## src/rtl/universal_register.sv

```systemverilog
// ---------------------------------------------------------------------------
// universal_register
//
// WIDTH-bit register with write enable and eight operating modes: hold,
// parallel load, logical shift left/right, rotate left/right, increment and
// decrement. It keeps a registered carry / shifted-out / borrow flag and a
// combinational zero flag. It is the register primitive used for the
// accumulator, the shift unit and program-counter-style counters.
//
// Parameters
//   WIDTH        register width in bits (>= 2)
//   RESET_VALUE  value loaded into q while reset is high
//
// Ports
//   clk        in   rising-edge clock
//   reset      in   asynchronous, active-high reset (q <= RESET_VALUE, c <= 0)
//   w          in   write enable; 0 holds q and c for every mode
//   mode       in   [2:0] operation select:
//                   0 HOLD, 1 LOAD, 2 SHL, 3 SHR, 4 ROL, 5 ROR, 6 INC, 7 DEC
//   d          in   [WIDTH-1:0] parallel load data
//   serial_in  in   bit shifted in by SHL / SHR
//   q          out  [WIDTH-1:0] register contents
//   c          out  registered carry / shifted-out bit / borrow
//   z          out  combinational, high when q == 0
// ---------------------------------------------------------------------------
module universal_register #(
   parameter int               WIDTH       = 8,
   parameter logic [WIDTH-1:0] RESET_VALUE = '0
) (
   input  logic             clk,
   input  logic             reset,
   input  logic             w,
   input  logic [2:0]       mode,
   input  logic [WIDTH-1:0] d,
   input  logic             serial_in,
   output logic [WIDTH-1:0] q,
   output logic             c,
   output logic             z
);

   localparam logic [2:0] MODE_HOLD = 3'd0;
   localparam logic [2:0] MODE_LOAD = 3'd1;
   localparam logic [2:0] MODE_SHL  = 3'd2;
   localparam logic [2:0] MODE_SHR  = 3'd3;
   localparam logic [2:0] MODE_ROL  = 3'd4;
   localparam logic [2:0] MODE_ROR  = 3'd5;
   localparam logic [2:0] MODE_INC  = 3'd6;
   localparam logic [2:0] MODE_DEC  = 3'd7;

   logic [WIDTH-1:0] q_nxt;
   logic             c_nxt;

   // Next-state values are derived only from the current q, so every mode
   // sees the pre-edge contents. All eight encodings are decoded.
   always_comb begin
      q_nxt = q;
      c_nxt = c;
      case (mode)
         MODE_HOLD: begin
            q_nxt = q;
            c_nxt = c;
         end
         MODE_LOAD: begin
            q_nxt = d;
         end
         MODE_SHL: begin
            q_nxt = {q[WIDTH-2:0], serial_in};
            c_nxt = q[WIDTH-1];
         end
         MODE_SHR: begin
            q_nxt = {serial_in, q[WIDTH-1:1]};
            c_nxt = q[0];
         end
         MODE_ROL: begin
            q_nxt = {q[WIDTH-2:0], q[WIDTH-1]};
            c_nxt = q[WIDTH-1];
         end
         MODE_ROR: begin
            q_nxt = {q[0], q[WIDTH-1:1]};
            c_nxt = q[0];
         end
         MODE_INC: begin
            // (WIDTH+1)-bit sum: the top bit is the wrap carry.
            {c_nxt, q_nxt} = {1'b0, q} + (WIDTH+1)'(1);
         end
         MODE_DEC: begin
            // Borrow is raised only when decrementing from zero.
            q_nxt = q - WIDTH'(1);
            c_nxt = (q == '0);
         end
         default: begin
            q_nxt = q;
            c_nxt = c;
         end
      endcase
   end

   always_ff @(posedge clk or posedge reset) begin
      if (reset) begin
         q <= RESET_VALUE;
         c <= 1'b0;
      end else if (w) begin
         q <= q_nxt;
         c <= c_nxt;
      end
   end

   // Zero flag follows q directly, including while reset is held.
   assign z = (q == '0);

endmodule

```

## config.mk

```make
export PLATFORM = sky130hd
export DESIGN_NAME = universal_register
export DESIGN_NICKNAME = d
export VERILOG_FILES = /design/src/rtl/universal_register.sv
export SDC_FILE = /design/constraint.sdc
export NUM_CORES = 1
export LEC_CHECK = 0
export CAP_MARGIN = 20
export CORE_MARGIN = 2
export CORE_UTILIZATION = 54
export CTS_CLUSTER_SIZE = 14
export DETAILED_ROUTE_END_ITERATION = 16
export PLACE_DENSITY = 0.9
export SLEW_MARGIN = 10
export SYNTH_ARGS = -nofsm -noshare
export SYNTH_HDL_FRONTEND = slang
export SYNTH_SLANG_ARGS = --single-unit
```

## constraint.sdc

```tcl
create_clock -name clk -period 2.9 [get_ports clk]
set_clock_uncertainty 0.2 [all_clocks]
set_input_delay 0.725 -clock clk [delete_from_list [all_inputs] [get_ports clk]]
set_output_delay 0.725 -clock clk [all_outputs]
set_load 0.03 [all_outputs]
```

# After elaboration in Yosys (flattened, before gate mapping)
# Index checks and enable logic that the tools add are counted.
totals:
  word_cells: 21
  regBits: 9
  mem_bits_ro: 0
  latchBits: 0
  in_bits: 15
  mem_bits_rw: 0
  mem_count: 0
classes:
  n_mul: 0
  n_shift: 0
  bitwise_logic: 1
  magnitude_cmp: 0
  n_reduce_logical: 7
  n_addsub: 2
  n_eq_ne: 7
  div_mod_pow: 0
  n_mux: 2
ops:
  columns: ["operator", "n"]
  rows:
  - ["one-hot mux 8 bit (7 select lines)", 1]
  - ["== test 3 bit, second input constant", 4]
  - ["adder 8 x 1 -> 9 bit, second input constant", 1]
  - ["zero test 8 bit", 1]
  - ["subtractor 8 x 1 -> 8 bit, second input constant", 1]
  - ["== test 3 x 2 -> 1 bit, second input constant", 2]
  - ["one-hot mux 1 bit (4 select lines)", 1]
  - ["AND reduction 2 bit", 2]
  - ["nonzero test 4 bit", 1]
  - ["OR reduction 2 bit", 2]
  - ["== test 3 x 1 -> 1 bit, second input constant", 1]
  - ["zero test 3 bit", 1]
  - ["NOT 1 bit", 1]

# Depth between registers and ports, before layout
depth:
  word_depth: 4
  depth_mapped: 8
  ltp_nobuf: 7

# Least setup slack after synthesis
# OpenSTA, ideal clock, no wires.
synth_timing:
  path_type: "reg2out"
  start: "reg q[4]"
  end: "out z"
  path_stages_with_launch: 4
  path_slack_ps: 292
  required_ps: 1975
  t_arrival_ps: 1683
  cell_sequence: "dfrtp_1 > buf_6 > or4_4 > nor4b_4"
synth_between:
  elab_chain_cells: 1
synth_rtl:
  columns: ["item", "line_no", "text"]
  rows:
  - ["start: declaration", "36", "output logic [WIDTH-1:0] q,"]
  - ["start signal: assignment", "103", "q <= q_nxt;"]
  - ["zero test 8 bit", "109", "assign z = (q == '0);"]
  - ["end: declaration", "38", "output logic z"]
# Every way passes these cells.

# Worst setup path in the final report
# Same ends and word-level chain as after synthesis.

==> results.toml <==
[logic_synthesis]
netlist_top_cells_area = "dfrtp_1 21%, nand2_1 6.5%, mux2i_1 6.4%, clkbuf_8 6.3%, nor2_1 4.8%"
synth_edf_count = 0
synthCells = 137
synth_cell_types = 47
yosysWarnings = 0
synthArstFlopShare_pct = 100
synth.top_cell.area_share_pct = 20.6
synthFlopType = "dfrtp_1"
synth_area_um2 = 1090
seq_area_frac_synth_pct = 20.6
avgSynthCellArea_um2 = 7.98
syn_nets = 155
synth_top_area_cell = "dfrtp_1"
yosys_register_bits = 9

[setup_path]
reg2reg_slack_ps = 790
cp.buffers_inverters = 1
r2r_end = "q[6]"
crit_family = "simple AND/OR/NAND/NOR gates"
cp.required_ps = 1980
r2r_cells = 7
endpoint_kind = "output port"
worstSetupPathType = "register to output port"
critPathMaxStageDelay_ps = 560
r2r_start = "q[1]"
slowest_stage = "or4_4"
critPathLaunchType = "register"
crit_fanout = 10
worstPathCellList = "or4_4, nor4b_4, buf_4"
worstPathArrival_ps = 1810

[floorplan]
die_area_um2 = 2400
initial_core_util_pct = 56.3
ioPinCount = 25
die_w_um = 49
die_y_um = 49
placementRows = 16
core_um2 = 1940

[routing]
drt_wl_total_um = 2740
viasPerCell = 6.10
vias = 1129
drt_pass1_iterations = 4
wl_per_cell_um = 14.8
route.antenna.remaining_nets = 0
route.detailed.drc = 0
drt_first_iter_violations = 62

[status]
outcome = "finished, final reports clean"

[global_route]
grt_start_max_net_pins = 27
grt_pass1_wl_um = 4750
antenna_found_initial = 0
grt.overflow.total = 0
grt_use_total_pct = 25.2
first_global_vias = 1045

[worst_hold_path]
hold_class = "register to register"
min_from = "c"
hold-path-cell-count = 2
hold_path_end = "c"

[timing]
drv_slew = 0
tns_ps = 0
relSlewSlack_pct = 64.3
min_period_over_period_pct = 94.5
period_needed_ps = 2740
rsz0062_at_grt = "false"
hold_violations = 0
clock.fmax_mhz = 365
worst_slew_pin_slew_ps = 528
setup_viol = 0

[run]
maxCapViolCount = 0

[clock_network]
cts-root-buf = "clkbuf_4"
clock_latency_ps = 290
cts_made_buffers = 3
htree_levels = 1
cts_tree = "done"
cts_hold_buffers = 0
clk_pin_slew_ps = 70
cts_setup_buffers = 0
ctsResizeCount = 0
clkSinkCount = 9
clockBufferDepth = 2

[cells_and_area]
fillers = 157
antenna-diode-count = 0
multi_input_area_um2 = 726
area_growth_pct = 21.9
drive_above_1_share_pct = 13.3
layout.nets = 177
final_util_pct = 68.6
regArea_um2 = 225

[power]
p_clk_share_pct = 16.6
netSwitchingFraction_pct = 45.2
p_sw_uw = 298
leakage_uw = 0.000536
internal_power_uw = 361
combPwrFrac_pct = 51.3
pwr_density_cell_nw_per_um2 = 494
seqPwrFrac_pct = 32.1
ir_drop_uv = 383

[placed_design]
place_hpwl_um = 1980
gp_routability_congestion = 0.878
portBuffers = 24
==> flip-flops by register name, indices dropped and copies added (netlist names) <==
| name | flops |
|---|---|
| c | 1 |
| q | 8 |
==> per-layer routing <==
| layer | share of wire (%) | global-route usage, % |
|---|---|---|
| met5 | 0 | 0 |
| met4 | 3.2 | 11.9 |
| met3 | 8.8 | 5.52 |
| met2 | 47 | 39.5 |
| met1 | 41 | 33.0 |
==> power groups by stage <==
| stage | Clock [µW] | Sequential (µW) | Combinational, µW |
|---|---|---|---|
| after floorplan | 0 | 231 | 212 |
| after global placement | 0 | 210 | 325 |
| after detailed placement | 0 | 212 | 333 |
| after CTS | 108 | 210 | 336 |
| after global routing | 118 | 217 | 367 |
| final | 109 | 212 | 338 |
==> cells in the mapped netlist (4+ instances only) <==
cell type	n
a21oi_1	8
nand2_1	19
nor2b_1	4
clkbuf_8	5
mux2i_1	7
dfrtp_1	9
nand3_1	4
inv_1	5
o21ai_0	6
nor2_1	14
buf_2	4
==> kinds of logic after synthesis <==
kind of cell	synth area share, %
simple gates	29.9
compound gates	23.0
buf+inv	13.0
mux	8.47
flops	20.6
fa+ha+maj	3.43
xor+xnor	1.60
==> worst max path at each step <==
stage                       start  endpoint  slack [ps]  depth (start not counted)
after floorplan              q[4]         z         290                          3
after global placement    mode[1]      q[4]         290                          5
after detailed placement  mode[0]      q[6]         230                          7
after CTS                    q[4]         z         160                          3
after global routing         q[4]         z         100                          3
final                        q[4]         z         160                          3
==> cells in the final DEF, fill, tap and decap left out, drive strengths merged, types with 4 or more instances in the layout <==
cell type / netlist / layout
dfrtp: 9 / 9
mux2i: 7 / 7
buf: 6 / 8
nor2b: 4 / 4
clkdlybuf4s50: 0 / 23
clkbuf: 8 / 4
nand3: 4 / 4
nand2: 19 / 19
inv: 5 / 5
o21ai: 9 / 9
nor2: 14 / 14
a21oi: 8 / 8
==> layout make-up <==
cell class | instances | share of cell area, %
multi-input combinational | 109 | 54.5
inverter | 5 | 1.41
clock buffer | 4 | 1.97
tap | 27 | 2.54
sequential | 9 | 16.9
timing repair buffer | 31 | 22.7
==> through the flow <==
step	cells	worst slack [ps]	total power, µW	hold WS [ps]	cell area, µm²
global route	185	98.8	702	331	1330
global placement	181	291	535	268	1310
CTS	185	155	653	300	1330
floorplan	137	292	443	353	1090
finish	185	161	659	288	1330
detailed placement	181	233	545	284	1310
==> worst reg2reg max path, delay by kind of cell, from the launching register on <==
kind | cells | cell delay [ps]
flops | 1 | 530
fa+ha+maj | 1 | 190
simple gates | 4 | 720
buf+inv | 1 | 180
compound gates | 1 | 210
Power figures use the tool's default switching activity.
